[config.mk]
export PLATFORM = sky130hd
export DESIGN_NAME = pio_pixel_injector
export DESIGN_NICKNAME = d
export VERILOG_FILES = /design/src/rtl/hog_pio_pkg.sv /design/src/rtl/sync_fifo_fwft.sv /design/src/rtl/pio_pixel_injector.sv
export SDC_FILE = /design/constraint.sdc
export NUM_CORES = 1
export LEC_CHECK = 0
export ABC_AREA = 0
export ABC_CLOCK_PERIOD_IN_PS = 9200
export CAP_MARGIN = 20
export CORE_ASPECT_RATIO = 1.4
export CORE_MARGIN = 3
export CORE_UTILIZATION = 60
export DETAILED_ROUTE_END_ITERATION = 16
export PLACE_DENSITY = 0.82
export SYNTH_ARGS = -nofsm -noshare
export SYNTH_HDL_FRONTEND = slang
export SYNTH_SLANG_ARGS = --single-unit
[constraint.sdc]
create_clock -name clk -period 9.2 [get_ports clk]
set_input_delay 1.38 -clock clk [delete_from_list [all_inputs] [get_ports clk]]
set_output_delay 1.38 -clock clk [all_outputs]
set_load 0.02 [all_outputs]
[src/rtl/hog_pio_pkg.sv]
// hog_pio_pkg: shared PIO field positions, frame size and status packing for the HOG test-image path
package hog_pio_pkg;
  localparam int CMD_PIX_LSB = 0;
  localparam int CMD_PIX_W = 8;
  localparam int CMD_TOGGLE = 8;
  localparam int CMD_CLEAR = 9;
  localparam int ST_LEVEL_LSB = 0;
  localparam int ST_LEVEL_W = 5;
  localparam int ST_ACK = 8;
  localparam int ST_OVF = 9;
  localparam int ST_FULL = 10;
  localparam int ST_EMPTY = 11;
  localparam int ST_FRAME_LSB = 16;
  localparam int ST_FRAME_W = 8;
  localparam int FRAME_PIXELS_VGA = 640 * 480;

  function automatic logic [31:0] pack_status(input logic [ST_LEVEL_W-1:0] level, input logic ack,
                                              input logic ovf, input logic full, input logic empty,
                                              input logic [ST_FRAME_W-1:0] frames);
    logic [31:0] s;
    s = '0;
    s[ST_LEVEL_LSB +: ST_LEVEL_W] = level;
    s[ST_ACK] = ack;
    s[ST_OVF] = ovf;
    s[ST_FULL] = full;
    s[ST_EMPTY] = empty;
    s[ST_FRAME_LSB +: ST_FRAME_W] = frames;
    return s;
  endfunction
endpackage

[src/rtl/sync_fifo_fwft.sv]
// sync_fifo_fwft: first-word fall-through FIFO; push is refused when full, flush overrides push and pop
module sync_fifo_fwft #(
  parameter int WIDTH = 8,
  parameter int DEPTH = 16,
  parameter int AW = $clog2(DEPTH),
  parameter int LW = $clog2(DEPTH) + 1
) (
  input  logic             clk,
  input  logic             rst,
  input  logic             push,
  input  logic             pop,
  input  logic             flush,
  input  logic [WIDTH-1:0] din,
  output logic [WIDTH-1:0] dout,
  output logic             full,
  output logic             empty,
  output logic [LW-1:0]    level
);
  logic [WIDTH-1:0] r_mem [DEPTH];
  logic [AW-1:0] r_wr, r_rd;
  logic [LW-1:0] r_level;
  logic w_push, w_pop;

  assign full = r_level == LW'(DEPTH);
  assign empty = r_level == '0;
  assign level = r_level;
  assign w_push = push && !full && !flush;
  assign w_pop = pop && !empty && !flush;
  // Head entry is masked to zero while empty so the stream data rests at 0
  assign dout = empty ? '0 : r_mem[r_rd];

  // Storage: written only on an accepted push
  always_ff @(posedge clk) begin
    if (w_push) r_mem[r_wr] <= din;
  end

  // Pointers and level; pointers wrap naturally because DEPTH is a power of two
  always_ff @(posedge clk or posedge rst) begin
    if (rst) begin
      r_wr <= '0;
      r_rd <= '0;
      r_level <= '0;
    end else if (flush) begin
      r_wr <= '0;
      r_rd <= '0;
      r_level <= '0;
    end else begin
      if (w_push) r_wr <= r_wr + AW'(1);
      if (w_pop) r_rd <= r_rd + AW'(1);
      r_level <= r_level + LW'(w_push) - LW'(w_pop);
    end
  end
endmodule

[src/rtl/pio_pixel_injector.sv]
// pio_pixel_injector: turns toggle-paced host PIO writes into a valid/ready pixel stream with frame status
module pio_pixel_injector
  import hog_pio_pkg::*;
#(
  parameter int FIFO_DEPTH = 16,
  parameter int FRAME_PIXELS = FRAME_PIXELS_VGA
) (
  input  logic        clk,
  input  logic        rst,
  input  logic [31:0] cmd_pio,
  output logic [7:0]  pix_out_data,
  output logic        pix_out_valid,
  input  logic        pix_out_ready,
  output logic        frame_done,
  output logic [31:0] status_pio,
  output logic [31:0] pixel_count_pio
);
  localparam int LW = $clog2(FIFO_DEPTH) + 1;
  logic [9:0] r_cmd_q;
  logic r_last_toggle, r_overflow, r_frame_done;
  logic [31:0] r_pix_cnt;
  logic [7:0] r_frame_cnt;
  logic w_new, w_clear, w_push, w_pop, w_xfer, w_wrap, w_full, w_empty, w_unused;
  logic [LW-1:0] w_level;

  assign w_unused = ^cmd_pio[31:10];
  assign w_new = r_cmd_q[CMD_TOGGLE] != r_last_toggle;
  assign w_clear = w_new && r_cmd_q[CMD_CLEAR];
  assign w_push = w_new && !r_cmd_q[CMD_CLEAR];
  assign w_pop = !w_empty && pix_out_ready;
  assign w_xfer = w_pop && !w_clear;
  assign w_wrap = w_xfer && r_pix_cnt == 32'(FRAME_PIXELS - 1);

  sync_fifo_fwft #(.WIDTH(CMD_PIX_W), .DEPTH(FIFO_DEPTH)) u_fifo (
    .clk(clk),
    .rst(rst),
    .push(w_push),
    .pop(w_pop),
    .flush(w_clear),
    .din(r_cmd_q[CMD_PIX_LSB +: CMD_PIX_W]),
    .dout(pix_out_data),
    .full(w_full),
    .empty(w_empty),
    .level(w_level)
  );

  assign pix_out_valid = !w_empty;
  assign frame_done = r_frame_done;
  assign pixel_count_pio = r_pix_cnt;
  assign status_pio = pack_status(ST_LEVEL_W'(w_level), r_last_toggle, r_overflow, w_full, w_empty, r_frame_cnt);

  // Command capture, ack toggle, sticky overflow and frame progress; a clear beats a same-cycle transfer
  always_ff @(posedge clk or posedge rst) begin
    if (rst) begin
      r_cmd_q <= '0;
      r_last_toggle <= 1'b0;
      r_overflow <= 1'b0;
      r_pix_cnt <= '0;
      r_frame_cnt <= '0;
      r_frame_done <= 1'b0;
    end else begin
      r_cmd_q <= cmd_pio[9:0];
      if (w_new) r_last_toggle <= r_cmd_q[CMD_TOGGLE];
      r_overflow <= w_clear ? 1'b0 : r_overflow | (w_push && w_full);
      r_pix_cnt <= (w_clear || w_wrap) ? '0 : r_pix_cnt + 32'(w_xfer);
      r_frame_cnt <= w_clear ? '0 : r_frame_cnt + 8'(w_wrap);
      r_frame_done <= w_wrap;
    end
  end
endmodule

==> metrics.md, run 1 <==
| Metric | Value |
|---|---|
| I/O Pins | 109 |
| Clock insertion delay at the later pin of the skew report | ~430 ps |
| Sequential share of the synthesized area | 0.648 |
| Initial Util | 0.622 |
| CP startpoint kind | flop |
| Setup Buffers After CTS | 0 |
| Power density cells | roughly 250 nW/um^2 |
| Async set-reset flop share out of synthesis | 0.340 |
| Min-delay src | r_cmd_q[8]$_DFF_PP0_ |
| CTS tree | done |
| DRT Wirelength | approximately 18000 microns |
| Clock-pin slew on the worst setup and hold paths | about 70 ps |
| Hold Crit Class | reg2reg |
| Initial antenna violation count | 0 |
| Rows | 50 |
| Post-CTS Hold Buffers | 0 |
| CP endpoint kind | output pin |
| DR WL met3 | between 800 and 900 microns |
| Number of synthesized flops with an enable pin | ~130 |
| Clock sinks | between 150 and 200 |
| Hold depth | 0 |
| Commonest cells after routing, fill and taps aside | edfxtp_1 (128), clkdlybuf4s50_1 (71), dfrtp_1 (65) |
| Slew Limit Fails | 0 |
| Yosys reg bits | approximately 190 |
| Die area | roughly 16000 sq um |
| H-tree levels | 4 |
| Vias per inst | 6.18 |
| Crit path kind | reg2out |
| R2r startpoint | r_last_toggle$_DFFE_PP0N_ |
| Area Growth Syn to Fin | 16.0% |
| Drt first pass iters | 5 |
| Core area | roughly 14000 sq um |
| Leak | around 0.0035 uW |
| Vias in the first global route | between 5000 and 6000 |
| ANT nets after route | 0 |
| Post-CTS resize count | 0 |
| Final Hold Vio Count | 0 |
| RSZ-0062 raised after global routing | no |
| Number of DRC markers in iteration 0 | slightly below 400 |
| Hpwl dp | approximately 12000 microns |
| Unique masters post-synth | 55 |
| Clk buf depth | 2 |
| Worst Path Arrival | 3230 ps |
| Share of cells above drive strength 1 | 0.133 |
| CTS Root Cell | clkbuf_16 |
| I/O Buffers | 71 |
| Status | completed |
| Min-Delay Endpoint | r_last_toggle$_DFFE_PP0N_ |
| DIE HEIGHT | around 150 microns |
| Total Neg Setup Slack | 0 ps |
| Top Metal Used | met4 |
| Reg2reg end | pixel_count_pio[25]$_DFF_PP0_ |
| First-pass GRT wire length | 29100 microns |
| WL met2 | slightly above 10000 microns |
| DR vias | a little over 5000 |
| Cell count after synthesis | around 560 |
| Maximum vdd drop | approximately 0.16 mV |
| Antenna cells | 0 |
| WHS | 436 ps |
| Number of remaining DRC errors | 0 |
| Synth Cell Area | 8480 sq um |
| YS warnings | 0 |
| R2R depth | 9 |
| Final Setup Violations | 0 |
| Tot GR Track Use | 0.249 |
| Congestion Overflow GR | 0 |
| Largest net degree at the start of global routing | 67 |
| Slew at the pin closest to its max-slew limit | 996 ps |
| FF-to-FF setup slack | 5700 ps |
| Synthesized area per cell | between 15 and 20 sq um |
| Worst clock skew | about 11 ps |
| Dominant synthesized flop cell | edfxtp_1 |
| Period utilisation layout | 0.501 |
| WP data required | ~7800 ps |
| Worst relative slew slack | 0.336 |
| Peak fanout along the critical path | 19 |
| Wl on met1 | 6610 microns |
| Die Width | roughly 110 microns |
| Minimum clock period | 4610 ps |
| CTS Buf Count | 17 |
| GPL Wtd Cong | 0.830 |
| Commonest non-fill, non-tap cell in the layout | edfxtp_1 |
| Fmax | ~220 MHz |
| Final nets | 676 |
| Max-Cap Viols | 0 |
| WL/cell | 22.2 microns |
==> cells by family (layout without fill, tap and decap cells) <==
family                   after synthesis  count (layout)  share of synthesized area
XOR/XNOR                              28              28                     0.0289
AO/OA/AOI/OAI                         50              50                     0.0413
buffers and inverters                 66             128                     0.0416
other                                  1              15                   0.000442
multiplexers                          49              49                      0.105
adder cells (fa/ha/maj)               16              16                     0.0245
AND/OR/NAND/NOR                      158             158                      0.111
flip-flops                           194             194                      0.648
==> power breakdown <==
part | total [uW] | internal [uW] | switching [uW]
Sequential | 1060 | 982 | 82.8
Clock | 725 | 387 | 338
Combinational | 653 | 322 | 331
Total | 2440 | 1690 | 752
==> stage by stage <==
step	cell area [sq um]	setup WS (ps)	power, uW	std cells	util
2_1_floorplan	8540	5810	1510	576	-
3_3_place_gp	9250	4870	1700	788	0.678
3_5_place_dp	9250	4780	1730	788	0.678
4_1_cts	9840	4530	2460	820	0.721
5_1_grt	9840	4400	2540	820	0.721
6_report	9840	4590	2440	820	0.721
==> sequential cells by signal, summed over array words and instances (netlist names) <==
signal and flops:
r_last_toggle 1, r_cmd_q 10, r_frame_cnt 8, frame_done 1, u_fifo.level 5, u_fifo.r_mem 128
r_overflow 1, pixel_count_pio 32, u_fifo.r_rd 4, u_fifo.r_wr 4
==> layer usage <==
metal | up-vias | global-route usage
li1 | 2265 | -
met1 | 2572 | 0.292
met2 | 191 | 0.446
met3 | 38 | 0.0567
met4 | 0 | 0.0921
met5 | - | 0
==> worst max-delay path by stage <==
stage                               startpoint                            end  slack [ps]  cells after the start
finish              u_fifo.r_rd[0]$_DFFE_PP0P_                pix_out_data[4]        4590                      5
global route        u_fifo.r_rd[0]$_DFFE_PP0P_                pix_out_data[0]        4400                      5
CTS                 u_fifo.r_rd[0]$_DFFE_PP0P_                pix_out_data[0]        4530                      5
detailed placement               pix_out_ready  pixel_count_pio[29]$_DFF_PP0_        4780                      8
global placement                 pix_out_ready  pixel_count_pio[28]$_DFF_PP0_        4870                      9
floorplan                        pix_out_ready  pixel_count_pio[28]$_DFF_PP0_        5810                      8
==> critical path: stages (launching register included) <==
cell	delay [ps]
dfrtp_2	770
buf_4	460
mux4_2	600
mux2i_1	260
o22ai_1	140
clkdlybuf4s50_1	560
==> cells in the mapped netlist (2+ instances only) <==
library cell	number	area, sq um
inv_1	20	75.1
clkbuf_1	15	56.3
nor2_1	24	90.1
nor2b_1	5	31.3
a211oi_2	3	37.5
ha_1	15	188
nor3b_1	4	30.0
or4_1	7	52.6
o21ai_0	9	45.0
or3_1	7	43.8
and3_1	7	43.8
a211oi_1	13	97.6
nand4_1	13	81.3
buf_6	2	22.5
mux4_2	32	721
and4_1	6	52.6
o31ai_1	6	45.0
edfxtp_1	128	3840
or4_4	2	22.5
buf_2	7	35.0
o21bai_1	2	15.0
nor3_1	17	85.1
nor4bb_1	3	30.0
o22ai_1	8	50.1
buf_4	19	143
xor2_1	18	158
a21oi_1	5	25.0
nand2_1	12	45.0
dfrtp_1	66	1650
mux2i_1	17	170
nor4_1	4	25.0
and2_1	14	87.6
nand3_1	20	100
buf_1	2	7.51
xnor2_1	10	87.6
==> area by class of cell <==
class,count,area (sq um)
multi-input combinational,316,2700
inverter,20,75.1
clock buffer,17,425
timing repair buffer,76,748
clock inverter,15,169
tap,182,228
sequential,194,5500
fill,927,3800
Power figures use the tool's default switching activity.
==> run 2, diff against run 1 <==
Settings changed: ABC_CLOCK_PERIOD_IN_PS 9200 to 4300, CORE_UTILIZATION 60 to 55, PLACE_DENSITY 0.82 to 0.75.
Clock period 9.2 ns to 4.3 ns, I/O delays scaled along.
==> run 2 against run 1 <==
- final cell count rose by 1.5%
- hold slack improved by 4.8 ps
- utilization fell by 6.4 points
- count of clock-buffer cells in the layout did not move
- critical path type unchanged
- critical endpoint is now pix_out_data[1]
- highest routed layer unchanged
==> metrics.md, run 2 (synthesis results as in run 1) <==
| Metric | Value |
|---|---|
| Status | completed |
| Maximum vdd drop | approximately 0.5 mV |
| Area Growth Syn to Fin | 16.7% |
| Commonest cells after routing, fill and taps aside | edfxtp_1 (128), clkdlybuf4s50_1 (71), dfrtp_1 (65) |
| Congestion Overflow GR | 0 |
| FILL cells | 1077 |
| GPL Wtd Cong | about 0.86 |
| Slew at the pin closest to its max-slew limit | ~940 ps |
| Initial Util | 0.564 |
| Worst clock skew | 10.9 ps |
| Power density cells | about 530 nW/um^2 |
| Register name with the most flops | u_fifo.r_mem |
| CP endpoint kind | output pin |
| Setup Buffers After CTS | 0 |
| Bufs and invs on worst path | 2 |
| Core area | 15100 sq um |
| Layout Utilization | 0.658 |
| Die Width | roughly 110 microns |
| RSZ-0062 raised after global routing | no |
| Final nets | a little under 700 |
| Antenna cells | 0 |
| Leak | around 0.0035 uW |
| Clock sinks | 194 |
| Reg2reg end | u_fifo.level[4]$_DFF_PP0_ |
| Period utilisation layout | 0.832 |
| Hold depth | 0 |
| Die area | between 15000 and 20000 sq um |
| ANT nets after route | 0 |
| CP max stage delay | roughly 800 ps |
| Worst Path Arrival | 2930 ps |
| Hpwl dp | 11600 microns |
| FF-to-FF setup slack | 950 ps |
| Tot GR Track Use | 0.213 |
| Number of DRC markers in iteration 0 | roughly 300 |
| Largest net degree at the start of global routing | 40 |
| Clk buf depth | 2 |
| Crit path kind | reg2out |
| DRT Wirelength | 17100 microns |
| Post-CTS Hold Buffers | 0 |
| CP max stage cell | dfrtp_2 |
| CTS Root Cell | clkbuf_16 |
| Clock-pin slew on the worst setup and hold paths | approximately 80 ps |
| Minimum clock period | approximately 3600 ps |
| Cell Chain, Critical Path | buf_12 > mux4_2 > mux2i_1 > o22ai_1 > clkdlybuf4s50_1 |
| Final Hold Vio Count | 0 |
| H-tree levels | 4 |
| Drt first pass iters | 4 |
| Peak fanout along the critical path | 18 |
| Max-Cap Viols | 0 |
| Max reg flops | between 100 and 150 |
| Delay-heaviest family, CP | buffers and inverters |
| CTS tree | done |
| Final Setup Violations | 0 |
| R2r startpoint | u_fifo.level[3]$_DFF_PP0_ |
| CP startpoint kind | flop |
| R2R depth | 15 |
| Post-CTS resize count | 0 |
| DR vias | 4936 |
| I/O Buffers | 71 |
| Slew Limit Fails | 0 |
| Power, Total | about 5200 uW |
| Vias per inst | approximately 5.9 |
| First-pass GRT wire length | 28100 microns |
| Clock insertion delay at the later pin of the skew report | 420 ps |
| Min-Delay Endpoint | r_last_toggle$_DFFE_PP0N_ |
| DIE HEIGHT | around 150 microns |
| Vias in the first global route | 5195 |
| Number of remaining DRC errors | 0 |
| Rows | 53 |
| CTS Buf Count | 17 |
| WL/cell | roughly 21 microns |
| Min-delay src | r_cmd_q[8]$_DFF_PP0_ |
| Hold Crit Class | reg2reg |
| Initial antenna violation count | 0 |
| Worst relative slew slack | 0.366 |
| Commonest non-fill, non-tap cell in the layout | edfxtp_1 |
| I/O Pins | 109 |
| WP data required | between 3000 and 4000 ps |
| Fmax | approximately 280 MHz |
| Share of cells above drive strength 1 | 0.136 |
| Total Neg Setup Slack | 0 ps |
-- run 2: cell count changes in the layout (fill, tap and decap cells not counted), sizes merged --
cell	change
clkinvlp	-1
buf	+2
inv	+1
-- run 2: layout make-up --
type	count	area [sq um]	share of cell area
multi-input combinational	316	2700	0.272
sequential	194	5500	0.555
tap	192	240	0.0243
clock inverter	15	189	0.0191
clock buffer	17	425	0.0430
timing repair buffer	78	776	0.0784
inverter	20	75.1	0.00758
-- run 2: worst max path at each step --
stage	from	endpoint	slack (ps)	depth (start not counted)
5_1_grt	u_fifo.r_rd[0]$_DFFE_PP0P_	pix_out_data[5]	530	5
3_5_place_dp	pix_out_ready	pixel_count_pio[28]$_DFF_PP0_	760	9
4_1_cts	u_fifo.r_rd[0]$_DFFE_PP0P_	pix_out_data[5]	650	5
6_report	u_fifo.r_rd[0]$_DFFE_PP0P_	pix_out_data[1]	720	5
2_1_floorplan	u_fifo.level[2]$_DFF_PP0_	pixel_count_pio[28]$_DFF_PP0_	1120	12
3_3_place_gp	pix_out_ready	pixel_count_pio[28]$_DFF_PP0_	800	9
-- run 2: where the power goes --
group | internal (uW) | leakage [uW] | switching [uW] | total, uW
Sequential | 2100 | 0.00203 | 142 | 2240
Combinational | 702 | 0.00120 | 708 | 1410
Clock | 841 | 0.000298 | 749 | 1590
-- run 2: routing by layer --
metal  global-route usage  up-vias  part of all wire
li1                     -     2254                 -
met1                0.260     2516              0.38
met2                0.389      152              0.56
met3               0.0400       14             0.048
met4               0.0540        0             0.011
met5                    0        -                 0
-- run 2: metrics by stage --
step / area (sq um) / cells / worst slack [ps] / hold WS (ps)
after floorplan: 8540 / 576 / 1120 / 464
after global placement: 9290 / 800 / 802 / 419
after detailed placement: 9290 / 800 / 759 / 424
after CTS: 9900 / 832 / 647 / 442
after global routing: 9900 / 832 / 534 / 460
final: 9900 / 832 / 721 / 441
